## config.mk

```make
export PLATFORM = sky130hd
export DESIGN_NAME = overflow_exception_ctrl
export DESIGN_NICKNAME = d
export VERILOG_FILES = /design/src/rtl/ovf_pkg.sv /design/src/rtl/ovf_log_ram.sv /design/src/rtl/overflow_exception_ctrl.sv
export SDC_FILE = /design/constraint.sdc
export NUM_CORES = 1
export LEC_CHECK = 0
export ABC_AREA = 1
export BUFFER_PORTS_ARGS = -buffer_cell sky130_fd_sc_hd__clkbuf_2
export CAP_MARGIN = 20
export CORE_ASPECT_RATIO = 1.1
export CORE_MARGIN = 2
export CORE_UTILIZATION = 40
export DETAILED_ROUTE_END_ITERATION = 8
export PLACE_DENSITY = 0.63
export SYNTH_ARGS = -nofsm -noshare
export SYNTH_HDL_FRONTEND = slang
export SYNTH_SLANG_ARGS = --single-unit
```

## constraint.sdc

```tcl
create_clock -name clk_i -period 4.1 [get_ports clk_i]
set_input_delay 1.23 -clock clk_i [delete_from_list [all_inputs] [get_ports clk_i]]
set_output_delay 1.23 -clock clk_i [all_outputs]
set_load 0.03 [all_outputs]
```

## src/rtl/ovf_pkg.sv

```systemverilog
// Shared types and defaults for the overflow exception controller.
// Used by overflow_exception_ctrl and ovf_log_ram.
package ovf_pkg;

   typedef enum logic [1:0] {
      ST_IDLE     = 2'd0,
      ST_PENDING  = 2'd1,
      ST_COOLDOWN = 2'd2
   } ovf_state_e;

   localparam logic [3:0] CAUSE_LD_FAULT = 4'd5;
   localparam logic [3:0] CAUSE_ST_FAULT = 4'd7;

   localparam int unsigned DEF_COOLDOWN = 4;
   localparam int unsigned DEF_CNT_W    = 16;
   localparam int unsigned DEF_DROP_W   = 8;
   localparam int unsigned LOG_DEPTH    = 4;

endpackage : ovf_pkg

```

## src/rtl/ovf_log_ram.sv

```systemverilog
// Four-entry ring of the most recently raised fault addresses.
// Instantiated by overflow_exception_ctrl only when OVF_LOG_EN is defined.
module ovf_log_ram
   import ovf_pkg::*;
(
   input  logic        clk_i,
   input  logic        rst_ni,
   input  logic        rst_us,
   input  logic        wr_en_i,
   input  logic [31:0] wr_data_i,
   input  logic [1:0]  rd_idx_i,
   output logic [31:0] rd_data_o,
   output logic [2:0]  cnt_o
);

   logic [31:0] mem_q [LOG_DEPTH];
   logic [31:0] mem_d [LOG_DEPTH];
   logic [1:0]  wptr_q, wptr_d;
   logic [2:0]  cnt_q, cnt_d;
   logic [1:0]  rd_ptr;

   always_comb begin
      mem_d  = mem_q;
      wptr_d = wptr_q;
      cnt_d  = cnt_q;
      if (wr_en_i) begin
         mem_d[wptr_q] = wr_data_i;
         wptr_d        = wptr_q + 2'd1;
         if (cnt_q != 3'(LOG_DEPTH)) cnt_d = cnt_q + 3'd1;
      end
   end

   // Index 0 is the newest entry, i.e. the slot just behind the write pointer.
   assign rd_ptr    = 2'(wptr_q - 2'd1 - rd_idx_i);
   assign rd_data_o = mem_q[rd_ptr];
   assign cnt_o     = cnt_q;

   always_ff @(posedge clk_i) begin
      // NOTE: the entries are reset on purpose so that a cleared log reads back zeros;
      // a plain storage array would normally be left without reset.
      if (!rst_ni || rst_us) begin
         for (int i = 0; i < LOG_DEPTH; i++) mem_q[i] <= '0;
         wptr_q <= '0;
         cnt_q  <= '0;
      end else begin
         mem_q  <= mem_d;
         wptr_q <= wptr_d;
         cnt_q  <= cnt_d;
      end
   end

endmodule : ovf_log_ram

```

## src/rtl/overflow_exception_ctrl.sv

```systemverilog
// Converts qualified base-address-buffer overflows into a registered access-fault request
// with valid/ack handshake, post-ack cooldown and saturating stats. Optional log: OVF_LOG_EN.
module overflow_exception_ctrl
   import ovf_pkg::*;
#(
   parameter int unsigned COOLDOWN = DEF_COOLDOWN,
   parameter int unsigned CNT_W    = DEF_CNT_W,
   parameter int unsigned DROP_W   = DEF_DROP_W
) (
   input  logic              clk_i,
   input  logic              rst_ni,
   input  logic              rst_us,
   input  logic              en_i,
   input  logic              mem_valid_i,
   input  logic              mem_is_store_i,
   input  logic [31:0]       mem_addr_i,
   input  logic              read_overflow_i,
   output logic              ex_valid_o,
   output logic [3:0]        ex_cause_o,
   output logic [31:0]       ex_tval_o,
   input  logic              ex_ack_i,
   output logic              busy_o,
   output logic [CNT_W-1:0]  overflow_cnt_o,
   output logic [DROP_W-1:0] drop_cnt_o
`ifdef OVF_LOG_EN
  ,input  logic [1:0]        log_idx_i,
   output logic [31:0]       log_addr_o,
   output logic [2:0]        log_cnt_o
`endif
);

   localparam int unsigned CD_W = (COOLDOWN > 1) ? $clog2(COOLDOWN) : 1;

   ovf_state_e        state_q, state_d;
   logic [CD_W-1:0]   cd_q, cd_d;
   logic              valid_q, valid_d;
   logic [3:0]        cause_q, cause_d;
   logic [31:0]       tval_q, tval_d;
   logic [CNT_W-1:0]  ovf_cnt_q, ovf_cnt_d;
   logic [DROP_W-1:0] drop_cnt_q, drop_cnt_d;
   logic              qov;

   assign qov = en_i & mem_valid_i & read_overflow_i;

   always_comb begin
      state_d    = state_q;
      cd_d       = cd_q;
      valid_d    = valid_q;
      cause_d    = cause_q;
      tval_d     = tval_q;
      ovf_cnt_d  = ovf_cnt_q;
      drop_cnt_d = drop_cnt_q;

      unique case (state_q)
         ST_IDLE: begin
            if (qov) begin
               state_d = ST_PENDING;
               valid_d = 1'b1;
               tval_d  = mem_addr_i;
               cause_d = mem_is_store_i ? CAUSE_ST_FAULT : CAUSE_LD_FAULT;
            end
         end
         ST_PENDING: begin
            if (ex_ack_i) begin
               state_d = ST_COOLDOWN;
               valid_d = 1'b0;
               cd_d    = CD_W'(COOLDOWN - 1);
            end
         end
         ST_COOLDOWN: begin
            // Counting down through zero gives exactly COOLDOWN cycles in this state.
            if (cd_q == '0) state_d = ST_IDLE;
            else            cd_d    = cd_q - 1'b1;
         end
         default: state_d = ST_IDLE;
      endcase

      if (qov && ovf_cnt_q != '1) ovf_cnt_d = ovf_cnt_q + 1'b1;
      if (qov && state_q != ST_IDLE && drop_cnt_q != '1) drop_cnt_d = drop_cnt_q + 1'b1;
   end

   always_ff @(posedge clk_i) begin
      // NOTE: state registers use non-blocking assignments so every flop samples the
      // pre-edge values computed by the always_comb above.
      if (!rst_ni || rst_us) begin
         state_q    <= ST_IDLE;
         cd_q       <= '0;
         valid_q    <= 1'b0;
         cause_q    <= '0;
         tval_q     <= '0;
         ovf_cnt_q  <= '0;
         drop_cnt_q <= '0;
      end else begin
         state_q    <= state_d;
         cd_q       <= cd_d;
         valid_q    <= valid_d;
         cause_q    <= cause_d;
         tval_q     <= tval_d;
         ovf_cnt_q  <= ovf_cnt_d;
         drop_cnt_q <= drop_cnt_d;
      end
   end

   assign ex_valid_o     = valid_q;
   assign ex_cause_o     = cause_q;
   assign ex_tval_o      = tval_q;
   assign busy_o         = (state_q != ST_IDLE);
   assign overflow_cnt_o = ovf_cnt_q;
   assign drop_cnt_o     = drop_cnt_q;

`ifdef OVF_LOG_EN
   ovf_log_ram u_log (
      .clk_i     (clk_i),
      .rst_ni    (rst_ni),
      .rst_us    (rst_us),
      .wr_en_i   ((state_q == ST_IDLE) && qov),
      .wr_data_i (mem_addr_i),
      .rd_idx_i  (log_idx_i),
      .rd_data_o (log_addr_o),
      .cnt_o     (log_cnt_o)
   );
`endif

endmodule : overflow_exception_ctrl

```

# After elaboration in Yosys (flattened, before gate mapping)
# Cells that the tools add are included.
# W data, S select, Z words.
[totals]
regBits = 65
latchBits = 0
ram_bits = 0
rom_bits = 0
out_inout_bits = 62
wordCells = 45
n_memories = 0
[op_classes]
addsub = 3
mul = 0
div_mod_pow = 0
n_lt_le_gt_ge = 0
n_eq_ne = 8
shifts = 0
muxes = 11
bitwise_logic = 2
n_reduce_logical = 14
[op_table]
columns = ["cell", "n"]
rows = [
  ["$add A16 B1 Y16 const B", 1],
  ["$ne A16 B16 Y1 const B", 1],
  ["$mux W2", 6],
  ["$reduce_and A3 Y1", 3],
  ["$add A8 B1 Y8 const B", 1],
  ["$ne A2 B2 Y1 const B", 4],
  ["$ne A8 B8 Y1 const B", 1],
  ["$pmux W2 S3", 1],
  ["$reduce_bool A2 Y1", 3],
  ["$logic_not A2 Y1", 2],
  ["$pmux W2 S2", 1],
  ["$logic_and A1 B1 Y1", 3],
  ["$and A1 B1 Y1", 2],
  ["$eq A2 B1 Y1 const B", 1],
  ["$eq A2 B2 Y1 const B", 1],
  ["$mux W1", 2],
  ["$pmux W1 S2", 1],
  ["$reduce_and A2 Y1", 1],
  ["$sub A2 B1 Y2 const B", 1],
  ["$logic_not A1 Y1", 1],
  ["$logic_or A1 B1 Y1", 1],
]

# Longest topological paths before layout
# Gate-level depths: netlist of run 1.
[logic_depth]
depth_word = 4
depth_mapped = 10
depth_no_buf = 10

# Least setup slack after synthesis of run 1
# OpenSTA, ideal clock, no wires.
[synth_path]
kind = "input to register"
from = "input port read_overflow_i"
to = "register ovf_cnt_q[5] (netlist: overflow_cnt_o[5])"
arrival_time_ns = 1.957
t_required_ns = 3.984
path_slack_ns = 2.027
cell_stages = 6
path_buffers = 1
path_cell_list = "nand3_1 > buf_2 > nor3_1 > nand3_1 > nand2_1 > nor2_1"
[synth_via]
elab_chain_cells = 2
[synth_rtl]
columns = ["item", "line", "rtl"]
rows = [
  ["start: declaration", "overflow_exception_ctrl.sv:17", "input logic read_overflow_i,"],
  ["$and A1 B1 Y1", "overflow_exception_ctrl.sv:43", "assign qov = en_i & mem_valid_i & read_overflow_i;"],
  ["$logic_and A1 B1 Y1", "overflow_exception_ctrl.sv:78", "if (qov && ovf_cnt_q != '1) ovf_cnt_d = ovf_cnt_q + 1'b1;"],
  ["end signal: assignment", "overflow_exception_ctrl.sv:99", "ovf_cnt_q <= ovf_cnt_d;"],
  ["end: declaration", "overflow_exception_ctrl.sv:39", "logic [CNT_W-1:0] ovf_cnt_q, ovf_cnt_d;"],
]
# Every way passes these cells.
# A chain may end at the register's enable or synchronous reset.

# Worst setup path in the final report of run 1
[layout_path]
from = "input port read_overflow_i"
to = "register tval_q[24] (netlist: ex_tval_o[24])"
[layout_via]
elab_chain_cells = 2
[layout_rtl]
columns = ["item", "line", "rtl"]
rows = [
  ["$and A1 B1 Y1", "overflow_exception_ctrl.sv:43", ""],
  ["$reduce_and A2 Y1 (no source line)", "-", ""],
  ["end signal: assignment", "overflow_exception_ctrl.sv:98", "tval_q <= tval_d;"],
  ["end: declaration", "overflow_exception_ctrl.sv:38", "logic [31:0] tval_q, tval_d;"],
]
# Every way passes these cells.

==> metrics.cfg, run 1 <==
[cells_and_area]
antenna-diode-count=0
layout-drive-gt1-share_pct=27.66
final_nets=537
final_cell_mix=nor2_1, clkbuf_2, nand2_1, dfxtp_1, o21ai_0
final_common_cell=nor2_1
syn_to_final_growth_pct=24.91
n_fill_cell=695
stdcell_area_um2=3526
fin_util_pct=50.90

[logic_synthesis]
synth_top_cell_area_share_pct=44.68
ys_top_cells_by_area=dfxtp_1, nor2_1, nand2_1, o21ai_0, nand3_1
yosysTopAreaCell=dfxtp_1
synth_area_um2=2823
avgSynthCellArea_um2=7.110
synth_nets=440
synthFlopType=dfxtp_1
ys_types=27
synth-async-reset-ratio_pct=0
yosys_warnings=0
ys_seq_area_share_pct=44.68
synthCells=397
ys_ff_latch=63
synth-edff-count=0

[grt]
grt_overflow_total=0
grt_pass1_vias=2633
grt_max_degree=42
antenna_found_initial=0
grt.total_usage_pct=18.35
grt_pass1_wl_mm=11.55

[timing]
rsz0062_at_grt=false
fmax_mhz=383.9
final_hold_viol_count=0
fin_crit_ns=2.605
setup_violations=0
fin_crit_sh_pct=63.53
tns_ns=0
tightest_slew_ns=0.7236
skew_ns=0.006537
finalMaxSlewViolations=0
hold_ws_ns=0.4638
maxSlewHeadroom_pct=51.64

[clocking]
cts_buffer_depth=2
cts_sinks=63
cts_made_buffers=9
cts_setup_buffers=0
cts_max_level=3
holdBufCountCts=0
tritoncts=built
cts.clk_slew.worst_paths_ns=0.07
clk_latency_ns=0.34
clockRootBuffer=clkbuf_8
cts_resized=0

[place]
dp_hpwl_mm=4.824
place_area_um2=3361
portBuffers=100
gp_congestion=0.8132

[floorplanning]
io_pins=102
die_h_um=92.11
rows=32
die-area_um2=7746
start_util_pct=40.75
die_w_um=84.10
core_um2=6927

[critical_path]
arrival_ns=2.84
required_ns=4.34
cp_max_fo=35
crit_path_cell_trace=clkbuf_2 > nand3_1 > nor2_4 > buf_4 > inv_2 > nor2_1 > nor2_1
slowest_stage=nand3_1
crit_type=in -> reg
slowest_delay_ns=0.41
path_common_cell=nor2_1
cp-start-kind=input pin
endpoint_kind=register

[route]
dr_total_vias=2781
top_layer_used=met4
firstDrtPassIters=4
routed-wl-met2_mm=3.002
wl_met3_um=503
detail_route.vias_per_cell=4.762
avgRoutedWirePerCell_um=11.55
postRouteAntennaNets=0
drt-met1-wl_mm=3.092
drc=0
drt-initial-drc-count=81
wl_mm=6.746

[worst_hold_path]
hp-class=reg -> reg

[job]
maxCapViolations=0

[power]
ir_worst_vdd_mv=0.2019
powerDensity_nw_per_um2=333.2
p_leak_uw=0.001730

[status]
status=finished clean

[cells by family (layout without fill, tap and decap cells)]
family | after synthesis | count (layout) | synth area share, %
AO/OA/AOI/OAI | 57 | 57 | 10.42
XOR/XNOR | 2 | 2 | 0.6207
adder cells (fa/ha/maj) | 3 | 3 | 1.330
buffers and inverters | 42 | 144 | 6.693
flip-flops | 63 | 63 | 44.68
other | 1 | 1 | 0.1329
AND/OR/NAND/NOR | 229 | 229 | 36.13
[critical path, delay by kind of cell]
| kind | cells | cell delay (ns) |
|---|---|---|
| buffers and inverters | 3 | 0.72 |
| AND/OR/NAND/NOR | 4 | 0.88 |
[state kept, by name, indices dropped and copies added (netlist names)]
| name | count |
|---|---|
| cd_q | 2 |
| drop_cnt_o | 8 |
| ex_cause_o | 2 |
| ex_tval_o | 32 |
| ex_valid_o | 1 |
| overflow_cnt_o | 16 |
| state_q | 2 |
[cell usage after synthesis (2+ instances only)]
master,number
clkbuf_1,7
dfxtp_1,63
nand3_1,20
nand2_2,6
nand2_1,63
buf_2,4
nor2_1,126
a21oi_1,16
nor3_1,4
inv_2,3
a21oi_2,2
o21ai_0,38
nor2_8,4
xor2_1,2
nand3_2,2
buf_4,2
ha_1,3
inv_1,23
[power breakdown]
group	switching (uW)	leakage (uW)	total (uW)	internal, uW
clock	248	0.0000781	464	216
sequential	4.48	0.000509	625	620
combinational	57.1	0.00114	86.7	29.6
[metrics by stage]
stage               setup slack (ns)  cells  power [uW]
detailed placement             1.111    568       726.6
global route                   1.305    584        1228
CTS                            1.484    584        1192
global placement               1.166    568       725.3
floorplan                      2.027    397       692.0
finish                         1.495    584        1175
[per-layer routing]
layer | track usage [%] | vias up
met5 | 0 | -
met4 | 10.08 | 0
met2 | 29.37 | 85
li1 | - | 1448
met1 | 21.76 | 1234
met3 | 5.761 | 14
[area by class of cell]
class / instances / area [um^2] / share of cell area (%)
sequential: 63 / 1261 / 35.77
timing repair buffer: 102 / 515.5 / 14.62
tap: 85 / 106.4 / 3.016
multi-input combinational: 292 / 1380 / 39.14
inverter: 26 / 97.59 / 2.768
clock buffer: 10 / 127.6 / 3.620
clock inverter: 6 / 37.54 / 1.065
[final timing paths]
kind / startpoint / end / slack [ns] / depth (start not counted)
setup / recovery: read_overflow_i / ex_tval_o[24]$_SDFFE_PP0P_ / 1.50 / 7
hold / removal: ex_valid_o$_SDFFE_PP0P_ / ex_valid_o$_SDFFE_PP0P_ / 0.46 / 2
setup reg to reg: state_q[1]$_SDFFE_PP0P_ / ex_tval_o[24]$_SDFFE_PP0P_ / 2.46 / 7
hold reg to reg: ex_valid_o$_SDFFE_PP0P_ / ex_valid_o$_SDFFE_PP0P_ / 0.46 / 2
Note: power is estimated with default switching activity, not from simulation.
==> run 2: changes to the inputs <==
ABC_AREA = 0   (was 1)
clock period = 2.7 ns   (was 4.1 ns; I/O delays follow)
==> metrics.cfg, run 2 <==
[status]
status=finished clean

[route]
drt-initial-drc-count=137  ; +69%
firstDrtPassIters=5  ; +1
detail_route.vias_per_cell=5.169  ; +8.5%
drc=0  ; unchanged
dr_total_vias=2636  ; -5.2%
avgRoutedWirePerCell_um=12.79  ; +11%
wl_mm=6.522  ; -3.3%
postRouteAntennaNets=0  ; unchanged

[clocking]
cts.clk_slew.worst_paths_ns=0.07  ; about the same
tritoncts=built
cts_max_level=3  ; unchanged
clk_latency_ns=0.33  ; about the same
cts_made_buffers=9  ; unchanged
cts_resized=0  ; unchanged
clockRootBuffer=clkbuf_8
cts_buffer_depth=2  ; unchanged
cts_setup_buffers=0  ; unchanged
cts_sinks=63  ; unchanged
holdBufCountCts=0  ; unchanged

[place]
portBuffers=100  ; unchanged
dp_hpwl_mm=4.461  ; -7.5%
gp_congestion=0.7513  ; -7.6%

[cells_and_area]
fin_util_pct=52.78  ; +1.9 points
antenna-diode-count=0  ; unchanged
largest_register_ffs=32  ; unchanged
final_cell_mix=clkbuf_2, nand2_1, dfxtp_1
syn_to_final_growth_pct=28.01
final_common_cell=clkbuf_2
layout-drive-gt1-share_pct=31.31  ; +3.7 points
final_nets=467  ; -13%
seq_area_um2=1261  ; unchanged
multi_input_area_um2=1310  ; -5.1%
n_fill_cell=660  ; -5.0%

[floorplanning]
die_h_um=90.21  ; -2.1%
die-area_um2=7431  ; -4.1%
start_util_pct=41.23  ; +0.48 points
io_pins=102  ; unchanged
rows=31  ; -3.1%
core_um2=6555  ; -5.4%
die_w_um=82.37  ; -2.1%

[grt]
antenna_found_initial=0  ; unchanged
grt.total_usage_pct=18.62  ; +0.26 points
grt_max_degree=61  ; +45%
grt_overflow_total=0  ; unchanged
grt_pass1_vias=2458  ; -6.6%
grt_pass1_wl_mm=10.94  ; -5.3%

[critical_path]
slowest_delay_ns=0.54  ; +0.13 ns
slowest_stage=dfxtp_1
required_ns=1.89  ; -2.45 ns
arrival_ns=1.32  ; -1.52 ns
crit_path_cell_trace=nor2_1 > inv_1 > clkbuf_2
r2r_start=drop_cnt_o[0]$_SDFFE_PP0P_
r2r_slack_ns=0.80  ; -1.66 ns
cp_max_fo=10  ; -71%
rr_worst_depth=5  ; -2
crit_type=reg -> out
cp-start-kind=register
reg2reg_to=drop_cnt_o[4]$_SDFFE_PP0P_
endpoint_kind=output port

[logic_synthesis]
synth_top_family_by_area=simple AND/OR/NAND/NOR gates
synth_nets=370  ; -16%
yosysTopAreaCell=dfxtp_1
synthFlopType=dfxtp_1
synth_area_um2=2703  ; -4.3%
synthTopCellsByCount=nand2_1, dfxtp_1, a21oi_1
ys_ff_latch=63  ; unchanged
synthAdderAreaFrac_pct=1.389  ; +0.059 points
synthMuxAreaShare_pct=1.157  ; +1.2 points
synth-xor-area-share_pct=0.3241  ; -0.30 points
synth_top_cell_area_share_pct=46.67  ; +2.0 points
ys_top_cells_by_area=dfxtp_1, nand2_1, a21oi_1, o31ai_1, or4_1
synth-async-reset-ratio_pct=0  ; unchanged
ys_types=48  ; +78%
yosys_warnings=0  ; unchanged
synth.most_common_cell=nand2_1
synth_compound_area_share_pct=18.01  ; +7.6 points
synth-edff-count=0  ; unchanged
avgSynthCellArea_um2=8.265  ; +16%
synth_simple_gate_area_share_pct=27.13  ; -9.0 points
synthCells=327  ; -18%
ys_seq_area_share_pct=46.67  ; +2.0 points

[timing]
tightest_slew_ns=0.5667  ; -0.1569 ns
tns_ns=0  ; unchanged
maxSlewHeadroom_pct=62.15  ; +11 points
fmax_mhz=469.9
fin_crit_sh_pct=78.82
finalMaxSlewViolations=0  ; unchanged
rsz0062_at_grt=false
final_hold_viol_count=0  ; unchanged
skew_ns=0.006265  ; -0.0002724 ns
setup_violations=0  ; unchanged
fin_crit_ns=2.128

[job]
maxCapViolations=0  ; unchanged

[worst_hold_path]
hold-path-cell-count=2  ; unchanged
hold_start=ex_tval_o[26]$_SDFFE_PP0P_
hp-class=reg -> reg
hold_end=ex_tval_o[26]$_SDFFE_PP0P_

[power]
p_leak_uw=0.001418  ; -18%
powerDensity_nw_per_um2=541.9  ; +63%
ir_worst_vdd_mv=0.3259  ; +61%

-- run 2: kinds of logic after synthesis --
logic type | Yosys count
buffers and inverters | 28
XOR/XNOR | 1
AO/OA/AOI/OAI | 83
AND/OR/NAND/NOR | 145
flip-flops | 63
adder cells (fa/ha/maj) | 3
other | 1
multiplexers | 3
-- run 2: worst max path at each step --
| stage | start | endpoint | slack, ns | cells after the start |
|---|---|---|---|---|
| after floorplan | read_overflow_i | overflow_cnt_o[12]$_SDFFE_PP0P_ | 0.72 | 5 |
| after global placement | read_overflow_i | overflow_cnt_o[12]$_SDFFE_PP0P_ | 0.48 | 5 |
| after detailed placement | read_overflow_i | overflow_cnt_o[14]$_SDFFE_PP0P_ | 0.45 | 5 |
| after CTS | state_q[1]$_SDFFE_PP0P_ | busy_o | 0.53 | 3 |
| after global routing | state_q[1]$_SDFFE_PP0P_ | busy_o | 0.41 | 3 |
| final | state_q[1]$_SDFFE_PP0P_ | busy_o | 0.57 | 3 |
-- run 2: routing by layer --
layer	up-vias	wire, um	global-route usage (%)
li1	1343	-	-
met1	1221	2838	22.71
met2	61	3297	31.05
met3	11	276	3.815
met4	0	110	7.778
met5	-	0	0
-- run 2: cell type report --
type                            instances  area share [%]
Multi-Input combinational cell        236           37.87
Timing Repair Buffer                  106           16.13
Sequential cell                        63           36.46
Inverter                                8          0.8680
Tap cell                               82           2.966
Clock buffer                           12           4.485
Clock inverter                          3           1.230
-- run 2: critical path: cells and delay by family, from the launching register on --
family                 cells  cell delay (ns)
buffers and inverters      2             0.28
and+or+nand+nor            1             0.18
DFF                        1             0.54
-- run 2: report_power, final --
group,internal [uW],switching [uW],total (uW)
registers,938,5.96,944
clock network,471,346,817
logic,42.4,72.0,114
total,1450,424,1870
-- run 2: stage by stage --
stage | total power, uW | instances | worst slack (ns) | cell area [um^2] | hold WS, ns
after floorplan | 1029 | 327 | 0.7188 | 2703 | 0.4622
after global placement | 1080 | 495 | 0.4844 | 3262 | 0.4417
after detailed placement | 1081 | 495 | 0.4511 | 3262 | 0.4496
after CTS | 1903 | 510 | 0.5334 | 3460 | 0.4596
after global routing | 1959 | 510 | 0.4134 | 3460 | 0.4710
final | 1875 | 510 | 0.5718 | 3460 | 0.4556
==> run 3: changes to the inputs <==
PLACE_DENSITY = 0.66   (was 0.63)
clock period = 1.8 ns   (was 2.7 ns; I/O delays follow)
==> metrics.cfg, run 3 (synthesis results as in run 2) <==
[cells_and_area]
syn_to_final_growth_pct=32.22
final_common_cell=clkbuf_2
final_cell_mix=clkbuf_2, nand2_1, dfxtp_1
fin_cells=520  ; +2.0%
stdcell_area_um2=3573  ; +3.3%
largest_register_ffs=32  ; unchanged
antenna-diode-count=0  ; unchanged
final_nets=477  ; +2.1%
n_fill_cell=636  ; -3.6%
layout-drive-gt1-share_pct=34.47  ; +3.2 points
fin_util_pct=54.51  ; +1.7 points

[power]
power_uw=2834  ; +51%
intPower_uw=2178  ; +50%
power_frac_comb_pct=6.5  ; +0.4 points
p_leak_uw=0.001487  ; +4.9%
seqPwrFrac_pct=49.9  ; -0.4 points
sw_frac_of_total_pct=23.15  ; +0.54 points
p_sw_uw=656.2  ; +55%
ir_worst_vdd_mv=0.4410  ; +35%
p_clk_share_pct=43.6  ; about the same
powerDensity_nw_per_um2=793.1  ; +46%

[clocking]
cts_sinks=63  ; unchanged
tritoncts=built
holdBufCountCts=0  ; unchanged
cts_made_buffers=9  ; unchanged
cts_buffer_depth=2  ; unchanged
clockRootBuffer=clkbuf_8
cts_max_level=3  ; unchanged
clk_latency_ns=0.34  ; about the same
cts.clk_slew.worst_paths_ns=0.07  ; about the same

[route]
avgRoutedWirePerCell_um=12.56  ; -1.8%
wl_mm=6.529  ; +0.11%
postRouteAntennaNets=0  ; unchanged
drt-initial-drc-count=80  ; -42%
firstDrtPassIters=4  ; -1
detail_route.vias_per_cell=5.125  ; -0.84%
dr_total_vias=2665  ; +1.1%
drc=0  ; unchanged

[floorplanning]
core_um2=6555  ; unchanged
rows=31  ; unchanged
start_util_pct=41.23  ; unchanged
io_pins=102  ; unchanged
die-area_um2=7431  ; unchanged
die_h_um=90.21  ; unchanged
die_w_um=82.37  ; unchanged

[place]
portBuffers=100  ; unchanged
dp_cells=505  ; +2.0%
gp_congestion=0.7777  ; +3.5%
place_area_um2=3368  ; +3.3%
dp_hpwl_mm=4.510  ; +1.1%

[grt]
grt_pass1_vias=2569  ; +4.5%
grt.total_usage_pct=18.98  ; +0.36 points
antenna_found_initial=0  ; unchanged
grt_overflow_total=0  ; unchanged
grt_max_degree=61  ; unchanged
grt_pass1_wl_mm=11.07  ; +1.3%

[critical_path]
required_ns=2.08  ; +0.19 ns
slowest_delay_ns=0.42  ; -0.12 ns
cp-start-kind=register
endpoint_kind=register
crit_type=reg -> reg
arrival_ns=2.00  ; +0.68 ns
r2r_slack_ns=0.08  ; -0.72 ns
cp_max_fo=6  ; -4
crit_path_cell_trace=ha_2 > and3_1 > a211o_1 > or4_1 > a21oi_1
slowest_stage=or4_1

[timing]
finalMaxSlewViolations=0  ; unchanged
maxSlewHeadroom_pct=61.25  ; -0.90 points
skew_ns=0.005307  ; -0.0009581 ns
final_hold_viol_count=0  ; unchanged
fin_crit_sh_pct=95.77
rsz0062_at_grt=false
tightest_slew_ns=0.5751  ; +0.008388 ns
tns_ns=0  ; unchanged
fin_crit_ns=1.724
setup_violations=0  ; unchanged
fmax_mhz=580.1

[status]
status=finished clean

[job]
maxCapViolations=0  ; unchanged

[worst_hold_path]
hp-class=in -> reg

[run 3: cell types whose count changed in the layout (fill, tap and decap cells not counted), sizes merged]
cell / previous run / this run
clkbuf: 112 / 111
clkinv: 1 / 3
buf: 6 / 16
clkinvlp: 1 / 0
[run 3: final timing paths]
path / startpoint / to / cells past startpoint
setup reg to reg: drop_cnt_o[0]$_SDFFE_PP0P_ / drop_cnt_o[5]$_SDFFE_PP0P_ / 5
setup / recovery: drop_cnt_o[0]$_SDFFE_PP0P_ / drop_cnt_o[5]$_SDFFE_PP0P_ / 5
hold reg to reg: ex_tval_o[20]$_SDFFE_PP0P_ / ex_tval_o[20]$_SDFFE_PP0P_ / 2
hold / removal: mem_addr_i[31] / ex_tval_o[31]$_SDFFE_PP0P_ / 3
[run 3: worst max-delay path, delay by kind of cell (launching register included)]
family	cells	cell delay [ns]
AOI/OAI and AO/OA	2	0.51
adders and majority gates	1	0.19
and+or+nand+nor	2	0.62
DFF	1	0.35
[run 3: per-stage QoR]
step / setup WS, ns / hold slack [ns]
after CTS: 0.03158 / 0.3966
after global placement: -0.04117 / 0.4418
final: 0.07612 / 0.4070
after floorplan: 0.01047 / 0.4622
after global routing: 0.009668 / 0.4038
after detailed placement: -0.07480 / 0.4456
[run 3: per-layer routing]
layer / wire [um] / global-route usage (%)
met1: 2891 / 22.12
met2: 3151 / 31.32
met3: 280 / 4.418
met4: 206 / 10.14
met5: 0 / 0
[run 3: repair_timing]
action                                 CTS  global route
gates resized for setup                  1             2
setup endpoints to repair                1             1
buffers inserted                         0             0
pin swaps                                0             0
endpoints found under the hold margin    0             0
[run 3: final cells by class]
cell class	instances	area, um^2	share of cell area [%]
repair buffers	116	658.1	18.42
flip-flops and latches	63	1266	35.43
clock inverters	4	45.04	1.261
well taps	82	102.6	2.871
inverters	8	30.03	0.8403
multi-input cells	236	1320	36.94
clock buffers	11	151.4	4.237
[run 3: power by group through the flow]
stage / sequential, uW / clock (uW) / combinational, uW
6_report: 1410 / 1240 / 184
2_1_floorplan: 1470 / 0 / 75.1
3_3_place_gp: 1440 / 0 / 184
4_1_cts: 1410 / 1270 / 186
5_1_grt: 1420 / 1320 / 205
3_5_place_dp: 1450 / 0 / 185
